--- src/rtl/fetch_controller.sv ---
// fetch_controller: instruction-fetch sequencer owning the PC, with an IF/ID output slot, redirect/flush and terminal halt
module fetch_controller #(
    parameter logic [31:0] PC_RESET = 32'h0000_0000
) (
    input  logic        Clk,
    input  logic        Reset,
    output logic [31:0] ImemAddress,
    input  logic [31:0] ImemInstruction,
    input  logic        Redirect,
    input  logic [31:0] RedirectTarget,
    input  logic        Halt,
    input  logic        OutReady,
    output logic        OutValid,
    output logic [31:0] OutInstruction,
    output logic [31:0] OutPC,
    output logic [31:0] OutPCPlus4,
    output logic        Halted,
    output logic [31:0] FetchCount
);
    typedef enum logic [1:0] {BOOT, FETCH, HALTED} state_t;

    state_t      state_q, state_d;
    logic [31:0] pc_q, pc_d;
    logic [31:0] instr_q, instr_d;
    logic [31:0] out_pc_q, out_pc_d;
    logic [31:0] out_pc4_q, out_pc4_d;
    logic [31:0] count_q, count_d;
    logic        valid_q, valid_d;
    logic        halted_q, halted_d;
    logic [31:0] pc_plus4;
    logic [31:0] target;

    assign pc_plus4       = pc_q + 32'd4;
    assign target         = {RedirectTarget[31:2], 2'b00};
    assign ImemAddress    = pc_q;
    assign OutValid       = valid_q;
    assign OutInstruction = instr_q;
    assign OutPC          = out_pc_q;
    assign OutPCPlus4     = out_pc4_q;
    assign Halted         = halted_q;
    assign FetchCount     = count_q;

    // Next state: halt beats redirect, redirect beats capture, capture beats stall
    always_comb begin
        state_d   = state_q;
        pc_d      = pc_q;
        instr_d   = instr_q;
        out_pc_d  = out_pc_q;
        out_pc4_d = out_pc4_q;
        count_d   = count_q;
        valid_d   = valid_q;
        halted_d  = halted_q;
        case (state_q)
            BOOT: begin
                if (Halt) begin
                    state_d  = HALTED;
                    halted_d = 1'b1;
                end else begin
                    state_d = FETCH;
                    if (Redirect) pc_d = target;
                end
            end
            FETCH: begin
                if (Halt) begin
                    state_d  = HALTED;
                    halted_d = 1'b1;
                    if (OutReady) valid_d = 1'b0;
                end else if (Redirect) begin
                    pc_d    = target;
                    valid_d = 1'b0;
                end else if (!valid_q || OutReady) begin
                    instr_d   = ImemInstruction;
                    out_pc_d  = pc_q;
                    out_pc4_d = pc_plus4;
                    valid_d   = 1'b1;
                    pc_d      = pc_plus4;
                    count_d   = count_q + 32'd1;
                end
            end
            default: begin
                if (OutReady) valid_d = 1'b0;
            end
        endcase
    end

    // State and output registers, cleared asynchronously
    always_ff @(posedge Clk or negedge Reset) begin
        if (!Reset) begin
            state_q   <= BOOT;
            pc_q      <= PC_RESET;
            instr_q   <= 32'd0;
            out_pc_q  <= 32'd0;
            out_pc4_q <= 32'd0;
            count_q   <= 32'd0;
            valid_q   <= 1'b0;
            halted_q  <= 1'b0;
        end else begin
            state_q   <= state_d;
            pc_q      <= pc_d;
            instr_q   <= instr_d;
            out_pc_q  <= out_pc_d;
            out_pc4_q <= out_pc4_d;
            count_q   <= count_d;
            valid_q   <= valid_d;
            halted_q  <= halted_d;
        end
    end
endmodule

--- config.mk ---
export PLATFORM = sky130hd
export DESIGN_NAME = fetch_controller
export DESIGN_NICKNAME = d
export VERILOG_FILES = /design/src/rtl/fetch_controller.sv
export SDC_FILE = /design/constraint.sdc
export NUM_CORES = 1
export LEC_CHECK = 0
export ABC_AREA = 1
export CAP_MARGIN = 20
export CELL_PAD_IN_SITES_DETAIL_PLACEMENT = 1
export CELL_PAD_IN_SITES_GLOBAL_PLACEMENT = 2
export CORE_MARGIN = 1
export CORE_UTILIZATION = 26
export DETAILED_ROUTE_END_ITERATION = 8
export MAX_ROUTING_LAYER = met4
export PLACE_DENSITY_LB_ADDON = 0.3
export SYNTH_ARGS = -nofsm -noshare
export SYNTH_HDL_FRONTEND = slang
export SYNTH_SLANG_ARGS = --single-unit
--- constraint.sdc ---
create_clock -name Clk -period 1.7 [get_ports Clk]
set_input_delay 0.255 -clock Clk [delete_from_list [all_inputs] [get_ports Clk]]
set_output_delay 0.255 -clock Clk [all_outputs]
set_load 0.02 [all_outputs]
==> flow_summary.json, run 1 <==
{
  "grt_max_degree": 46,
  "skew_ns": 0.0160,
  "syn_area_per_cell_sq_um": 7.48,
  "die_area_sq_um": 30600,
  "crit_path_max_incr_delay_ns": 0.62,
  "drc_errors": 0,
  "track_usage_pct": 19.3,
  "fin_crit_sh_pct": 97.7,
  "synth-seq-cells": 158,
  "final_cell_area_sq_um": 11800,
  "wire_per_inst_microns": 16.2,
  "drt_iter0_drc": 353,
  "drt-vias-per-instance": 4.43,
  "n_antenna_cell": 0,
  "finalNetCount": 1396,
  "seq_power_share_pct": 42.9,
  "syn_area_sq_um": 7770,
  "cts_tree": "done",
  "grt_pass1_vias": 7989,
  "htreeDepth": 4,
  "grt_pass1_wl_microns": 44500,
  "ant_nets": 0,
  "mostFrequentLayoutCells": "nand2_1 (447), dfrtp_1 (150), clkdlybuf4s50_1 (106)",
  "clockBufferDepth": 2,
  "path_clk_slew_ns": 0.07,
  "clkPwrFrac_pct": 43.0,
  "clk_latency_ns": 0.43,
  "rsz0062_at_grt": "true",
  "layoutNonFillerInstCount": 1722,
  "hold_class": "in -> async",
  "placed_cell_area_sq_um": 11000,
  "io_buffers": 222,
  "gp_congestion": 0.832,
  "cp.arrival_ns": 1.41,
  "power.share.combinational_pct": 14.1,
  "finalSetupViolCount": 0,
  "cts.sinks": 158,
  "status": "finished, final reports clean",
  "cp-end-kind": "primary output",
  "layout-drive-gt1-share_pct": 12.8,
  "cp_cell_sequence": "clkdlybuf4s50_1",
  "worst-setup-path-type": "reg -> out",
  "vdd_drop_max_mv": 0.651,
  "cp_slowest_cell": "clkdlybuf4s50_1",
  "mostFrequentLayoutCell": "nand2_1",
  "dp_cells": 1686,
  "initial_core_util_pct": 26.7,
  "critPathMaxFanout": 2,
  "firstDrtPassIters": 4,
  "die_h_microns": 175,
  "layout_min_cycle_time_ns": 1.66,
  "yosys_warnings": 0,
  "core_region_area_sq_um": 29100,
  "cts_buffers": 17,
  "drt_wl_total_microns": 27800,
  "overflow": 0,
  "fin_util_pct": 40.6,
  "cts-root-buf": "clkbuf_16",
  "timing.critical_path.buf_inv": 1,
  "worstPathRequired_ns": 1.44,
  "hold_viol": 0,
  "syn_to_final_growth_pct": 51.8,
  "cp_top_family": "buffers and inverters",
  "p_sw_share_pct": 28.1,
  "powerDensity_nw_per_um2": 802,
  "max_freq_mhz": 602,
  "synth.distinct_cells": 30,
  "cp-start-kind": "register",
  "io_pins": 231,
  "slew_viol_final": 0,
  "hold-worst-slack_ns": 0.308,
  "dp_hpwl_microns": 20900,
  "p_sw_mw": 2.66,
  "maxCapViolations": 0,
  "antenna_found_initial": 0,
  "die_x_microns": 175,
  "p_int_mw": 6.80,
  "fillerInstances": 3519,
  "placementRows": 62,
  "vias": 7624,
  "netlist_instances": 1039,
  "ys_seq_area_share_pct": 50.9,
  "power_leakage_nw": 6.41
}
power by group through the flow:
stage | Sequential (mW) | Clock [mW] | Combinational, mW
after global placement | 4.13 | 0 | 1.35
final | 4.06 | 4.07 | 1.33
after detailed placement | 4.13 | 0 | 1.37
after floorplan | 4.29 | 0 | 0.356
after CTS | 4.06 | 4.21 | 1.33
after global routing | 4.08 | 4.34 | 1.46
cell families after synthesis:
family	count (synthesis)	share of synthesized area [%]
simple gates	636	32.8
buf+inv	122	6.61
fa+ha+maj	2	0.322
flops	158	50.9
other cells	1	0.0482
compound gates	95	6.53
xor+xnor	25	2.82
sequential cells by signal (all words and copies together) (netlist names):
signal          flops
state_q             2
OutPC              30
OutValid            1
FetchCount         32
Halted              1
ImemAddress        30
OutInstruction     32
OutPCPlus4         30
per-layer routing:
metal	track usage (%)	vias to the layer above	routed length [microns]
li1	-	3775	-
met1	24.6	3676	12800
met2	31.8	154	13900
met3	2.94	19	901
met4	5.14	0	301
met5	-	-	0
worst paths after layout:
check	startpoint	endpoint	slack (ns)	depth (start not counted)
max	OutPCPlus4[20]$_DFFE_PN0P_	OutPCPlus4[20]	0.04	1
min	Reset	FetchCount[18]$_DFFE_PN0P_	0.31	2
max reg2reg	ImemAddress[2]$_DFFE_PN0P_	ImemAddress[28]$_DFFE_PN0P_	0.09	11
min reg2reg	OutInstruction[12]$_DFFE_PN0P_	OutInstruction[12]$_DFFE_PN0P_	0.48	2
max in group asynchronous	Reset	ImemAddress[27]$_DFFE_PN0P_	0.83	3
min in group Clk	ImemInstruction[9]	OutInstruction[9]$_DFFE_PN0P_	0.36	3
stage by stage:
step / setup TNS, ns / power, mW / setup slack, ns
2_1_floorplan: 0 / 4.65 / 0.0825
4_1_cts: 0 / 9.60 / 0.00142
6_report: 0 / 9.47 / 0.0391
5_1_grt: -0.218 / 9.89 / -0.0414
3_3_place_gp: -12.41 / 5.48 / -0.222
3_5_place_dp: -17.89 / 5.50 / -0.239
cell type report:
type                            instances  area (sq um)  area share (%)
Clock buffer                           20           467            3.95
Clock inverter                         12           151            1.28
Tap cell                              384           480            4.07
Sequential cell                       158          3960            33.6
Inverter                               84           318            2.69
Timing Repair Buffer                  300          2950            25.0
Multi-Input combinational cell        764          3470            29.4
synth_stat cells:
library cell | number | area, sq um
o21ai_1 | 6 | 30.0
nand2_1 | 460 | 1730
xnor2_1 | 7 | 61.3
nand3_1 | 45 | 225
nor2_2 | 7 | 43.8
o22ai_1 | 7 | 43.8
nor3_1 | 1 | 5.00
conb_1 | 1 | 3.75
o21bai_1 | 1 | 7.51
inv_1 | 82 | 308
nand2_2 | 3 | 18.8
inv_2 | 2 | 7.51
o211ai_1 | 1 | 7.51
nor2_1 | 104 | 390
o32a_1 | 1 | 10.0
buf_6 | 1 | 11.3
a31oi_1 | 1 | 6.26
buf_4 | 7 | 52.6
nor2_4 | 2 | 22.5
xor2_1 | 18 | 158
nand3_4 | 1 | 17.5
nand3b_1 | 8 | 60.1
o21ai_0 | 73 | 365
ha_1 | 2 | 25.0
dfrtp_1 | 158 | 3950
o21a_1 | 5 | 37.5
nor3_4 | 1 | 16.3
nand4_1 | 4 | 25.0
clkbuf_1 | 12 | 45.0
buf_2 | 18 | 90.1
repair_timing:
action / 4_1_cts / 5_1_grt
buffers inserted: 2 / 2
hold buffers: 1 / 0
pin swaps: 1 / 10
endpoints found under the setup margin: 98 / 77
resized for setup: 97 / 82
hold endpoints to repair: 33 / 0
(Power assumes the default switching activity.)
==> run 2: changes to the inputs <==
--- a/config.mk
+++ b/config.mk
@@ -14,6 +14,7 @@
 export DETAILED_ROUTE_END_ITERATION = 8
 export MAX_ROUTING_LAYER = met4
 export PLACE_DENSITY_LB_ADDON = 0.3
+export REMOVE_ABC_BUFFERS = 1
 export SYNTH_ARGS = -nofsm -noshare
 export SYNTH_HDL_FRONTEND = slang
 export SYNTH_SLANG_ARGS = --single-unit
==> run 2 against run 1 <==
Against the previous run:
- via count fell by 0.39%
- sequential cell count stayed put
- combinational power barely moved
- final cell count barely moved
- count of clock-buffer cells in the layout did not move
- die area unchanged
- register-to-register slack gained 0.02 ns
- wire length shrank 2.5%
- hold slack lost 0.046 ns
- highest routed layer unchanged
==> flow_summary.json, run 2 (synthesis results as in run 1) <==
{
  "status": "finished, final reports clean",
  "timing.critical_path.buf_inv": 1,
  "clockBufferDepth": 2,
  "regToRegSetupSlack_ns": 0.11,
  "cp_cell_sequence": "clkdlybuf4s50_1",
  "cts-root-buf": "clkbuf_16",
  "mostFrequentLayoutCells": "nand2_1 (454), dfrtp_1 (148), clkdlybuf4s50_1 (115)",
  "overflow": 0,
  "htreeDepth": 4,
  "cp-end-kind": "primary output",
  "firstDrtPassIters": 4,
  "cp-start-kind": "register",
  "placementRows": 62,
  "drt-vias-per-instance": 4.41,
  "pre_cts_ws_ns": -0.253,
  "worstPathRequired_ns": 1.44,
  "die_area_sq_um": 30600,
  "ant_nets": 0,
  "finalNetCount": 1394,
  "slew_viol_final": 0,
  "fin_util_pct": 40.3,
  "dp_hpwl_microns": 20200,
  "hold_viol": 0,
  "r2r.worst_path.cells": 9,
  "powerDensity_nw_per_um2": 822,
  "grt_max_degree": 54,
  "layout-drive-gt1-share_pct": 11.5,
  "hold_class": "in -> async",
  "grt_pass1_vias": 8122,
  "initial_core_util_pct": 26.7,
  "gp_congestion": 0.792,
  "io_pins": 231,
  "vias": 7594,
  "mostFrequentLayoutCell": "nand2_1",
  "grt_pass1_wl_microns": 43800,
  "io_buffers": 222,
  "path_clk_slew_ns": 0.07,
  "finalSetupViolCount": 0,
  "die_x_microns": 175,
  "skew_ns": 0.0157,
  "fin_crit_sh_pct": 97.2,
  "vdd_drop_max_mv": 0.585,
  "cts.sinks": 158,
  "rsz0062_at_grt": "true",
  "fin_ws_ns": 0.0483,
  "worst-setup-path-type": "reg -> out",
  "r2r-start": "ImemAddress[2]$_DFFE_PN0P_",
  "startpoint": "OutPC[24]$_DFFE_PN0P_",
  "core_region_area_sq_um": 29100,
  "die_h_microns": 175,
  "cts_buffers": 17,
  "critPathMaxFanout": 2,
  "layout_min_cycle_time_ns": 1.65,
  "drt_iter0_drc": 307,
  "drt_wl_total_microns": 27200,
  "cp.arrival_ns": 1.40,
  "crit_path_max_incr_delay_ns": 0.63,
  "r2r_end": "ImemAddress[19]$_DFFE_PN0P_",
  "cp_slowest_cell": "clkdlybuf4s50_1",
  "maxCapViolations": 0,
  "drc_errors": 0,
  "cts_tree": "done",
  "clk_latency_ns": 0.43,
  "track_usage_pct": 18.9,
  "cp_top_family": "buffers and inverters",
  "syn_to_final_growth_pct": 50.6,
  "antenna_found_initial": 2,
  "wire_per_inst_microns": 15.8,
  "power_leakage_nw": 6.27,
  "max_freq_mhz": 605
}
[run 2: cell types whose count changed in the layout (fill, tap and decap cells not counted), moves of 4 or more]
cell	change
nand2_1	+7
nor2_1	+6
buf_4	+4
nor2_2	-5
nand2_2	-7
dlymetal6s2s_1	-4
clkdlybuf4s50_1	+9
dlygate4sd2_1	-6
buf_6	-4
[run 2: repair_timing]
action	4_1_cts	5_1_grt
resized for setup	86	67
endpoints found under the setup margin	91	78
endpoints found under the hold margin	23	0
buffers inserted	0	6
pin swaps	0	8
hold buffers	1	0
[run 2: layout make-up]
| cell class | count | area (sq um) |
|---|---|---|
| Fill cell | 3528 | 17400 |
| Sequential cell | 158 | 3970 |
| Multi-Input combinational cell | 764 | 3420 |
| Timing Repair Buffer | 298 | 2890 |
| Tap cell | 384 | 480 |
| Clock buffer | 20 | 447 |
| Inverter | 84 | 318 |
| Clock inverter | 11 | 181 |
| Antenna cell | 2 | 5.00 |
[run 2: power by group]
| part | switching [mW] | internal, mW |
|---|---|---|
| logic | 0.736 | 0.567 |
| registers | 0.163 | 3.90 |
| clock network | 1.74 | 2.52 |
| total | 2.64 | 6.99 |
[run 2: per-layer routing]
layer  global-route usage (%)  part of all wire [%]
met5                        -                     0
met4                     3.70                  0.80
met3                     4.22                   4.0
met2                     31.3                    49
met1                     23.5                    47
[run 2: worst max-delay path by stage]
stage | slack (ns) | to | cells past startpoint
after detailed placement | -0.25 | FetchCount[23]$_DFFE_PN0P_ | 9
after global routing | -0.04 | ImemAddress[27]$_DFFE_PN0P_ | 11
after global placement | -0.16 | FetchCount[20]$_DFFE_PN0P_ | 10
final | 0.05 | OutPC[24] | 1
after CTS | 0.0000001 | OutPCPlus4[8] | 1
after floorplan | -1.13 | FetchCount[12]$_DFFE_PN0P_ | 5
[run 2: stage by stage]
step | hold slack [ns] | setup TNS, ns | power (mW) | area, sq um | instances
2_1_floorplan | -0.0406 | -83.05 | 4.64 | 7590 | 1006
3_3_place_gp | 0.143 | -11.84 | 5.49 | 10900 | 1681
3_5_place_dp | 0.150 | -20.88 | 5.50 | 10900 | 1681
4_1_cts | 0.250 | 0 | 9.78 | 11500 | 1713
5_1_grt | 0.260 | -0.223 | 10.1 | 11700 | 1721
6_report | 0.261 | 0 | 9.63 | 11700 | 1721
==> run 3: changes to the inputs <==
==> constraint.sdc (replaced) <==
create_clock -name Clk -period 1.7 [get_ports Clk]
set_input_delay 0.255 -clock Clk [delete_from_list [all_inputs] [get_ports Clk]]
set_output_delay 0.255 -clock Clk [all_outputs]
set_load 0.1 [all_outputs]
==> run 3 against run 2 <==
Against the previous run:
- critical path type is now reg -> reg
- via count rose by 2.3%
- utilization rose by 6.0 points
- largest power group is now registers
- worst setup slack improved by 0.036 ns
- power rose by 13%
- sequential cell count did not move
- highest routed layer unchanged
- wire length rose by 4.5%
- final cell count rose by 0.99%
==> flow_summary.json, run 3 (synthesis results as in run 1) <==
{
  "firstDrtPassIters": 4,
  "status": "finished, final reports clean",
  "die_h_microns": 175,
  "cp_top_family": "simple AND/OR/NAND/NOR gates",
  "power.share.combinational_pct": 25.6,
  "cp-start-kind": "register",
  "syn_to_final_growth_pct": 73.0,
  "crit_path_max_incr_delay_ns": 0.42,
  "cp_slowest_cell": "dfrtp_1",
  "cp_cell_sequence": "nor2_4 -> nand3_4 -> nor2_2 -> nand2_2 -> nor2_2 -> nand2_1 -> nand2_1 -> nand2_1",
  "path_clk_slew_ns": 0.08,
  "powerDensity_nw_per_um2": 808,
  "io_buffers": 222,
  "cts.sinks": 158,
  "mostFrequentLayoutCells": "nand2_1 (453), buf_12 (165), dfrtp_1 (150)",
  "skew_ns": 0.0192,
  "seq_power_share_pct": 37.6,
  "clockBufferDepth": 2,
  "slew_viol_final": 0,
  "maxCapViolations": 0,
  "antenna_found_initial": 1,
  "drc_errors": 0,
  "cp.arrival_ns": 1.94,
  "relSlewSlack_pct": 66.6,
  "io_pins": 231,
  "drt-vias-per-instance": 4.47,
  "cts-root-buf": "clkbuf_16",
  "die_x_microns": 175,
  "layout-drive-gt1-share_pct": 25.2,
  "placementRows": 62,
  "worstPathRequired_ns": 2.02,
  "overflow": 0,
  "ant_nets": 0,
  "mostFrequentLayoutCell": "nand2_1",
  "grt_pass1_wl_microns": 45100,
  "worst-setup-path-type": "reg -> reg",
  "grt_pass1_vias": 8349,
  "dp_hpwl_microns": 21300,
  "clk_latency_ns": 0.44,
  "grt_max_degree": 54,
  "r2r-start": "state_q[1]$_DFFE_PN0P_",
  "core_region_area_sq_um": 29100,
  "rsz0062_at_grt": "true",
  "finalSetupViolCount": 0,
  "fin_util_pct": 46.2,
  "die_area_sq_um": 30600,
  "p_int_mw": 7.00,
  "vias": 7770,
  "tightest_slew_ns": 0.500,
  "p_sw_share_pct": 35.5,
  "startpoint": "state_q[1]$_DFFE_PN0P_",
  "drt_wl_total_microns": 28400,
  "fin_crit_sh_pct": 95.0,
  "track_usage_pct": 19.3,
  "hold_class": "in -> async",
  "drt_iter0_drc": 228,
  "layout_min_cycle_time_ns": 1.62,
  "cp-end-kind": "register",
  "clkPwrFrac_pct": 36.9,
  "power_leakage_nw": 6.34,
  "critPathMaxFanout": 5,
  "finalNetCount": 1411,
  "crit_top_cell": "nand2_1",
  "max_freq_mhz": 619,
  "cts_buffers": 17,
  "timing.critical_path.buf_inv": 0,
  "vdd_drop_max_mv": 0.639,
  "p_sw_mw": 3.86,
  "final_cell_area_sq_um": 13500,
  "cts_tree": "done",
  "placed_cell_area_sq_um": 12600,
  "gp_congestion": 0.832,
  "initial_core_util_pct": 26.7,
  "wire_per_inst_microns": 16.3,
  "htreeDepth": 4,
  "hold_viol": 0
}
run 3: layer usage:
layer  vias to the layer above  share of wire [%]  GRT usage [%]
met4                         0               0.79           4.38
li1                       3821                  -              -
met5                         -                  0              -
met3                        16                4.3           4.05
met2                       154                 50           32.3
met1                      3779                 45           23.8
run 3: area by class of cell:
cell class	instances	area [sq um]
antenna	1	2.50
clock buffer	17	425
clock inverter	15	166
fill	3288	15600
inverter	84	318
multi-input combinational	765	3500
sequential	158	3960
tap	384	480
timing repair buffer	314	4590
run 3: repair_timing:
item,CTS,global route
hold buffers,1,0
pin swaps,0,9
setup buffers,0,4
gates cloned,0,1
resized for setup,5,57
endpoints found under the setup margin,19,50
endpoints found under the hold margin,158,0
run 3: through the flow:
step	std cells	power (mW)	hold slack, ns	setup TNS, ns	setup slack (ns)
2_1_floorplan	1006	5.56	-0.0406	-148.59	-1.59
3_3_place_gp	1699	6.86	0.105	-12.20	-0.164
3_5_place_dp	1699	6.89	0.107	-17.48	-0.203
4_1_cts	1732	11.0	0.206	0	0.000904
5_1_grt	1738	11.3	0.222	-0.260	-0.0681
6_report	1738	10.9	0.222	0	0.0848
run 3: path summary, 6_finish.rpt:
kind / cells after the start / slack, ns / endpoint
max in group asynchronous: 3 / 0.91 / OutPC[31]$_DFFE_PN0P_
setup reg to reg: 8 / 0.08 / FetchCount[23]$_DFFE_PN0P_
min in group Clk: 3 / 0.36 / OutInstruction[26]$_DFFE_PN0P_
setup / recovery: 8 / 0.08 / FetchCount[23]$_DFFE_PN0P_
hold reg to reg: 2 / 0.54 / OutPCPlus4[27]$_DFFE_PN0P_
hold / removal: 2 / 0.22 / FetchCount[14]$_DFFE_PN0P_
run 3: power by group through the flow:
stage	sequential (mW)	clock [mW]	combinational, mW
floorplan	5.16	0	0.400
global placement	4.14	0	2.72
detailed placement	4.15	0	2.74
CTS	4.08	4.13	2.76
global route	4.10	4.27	2.92
finish	4.08	4.01	2.78
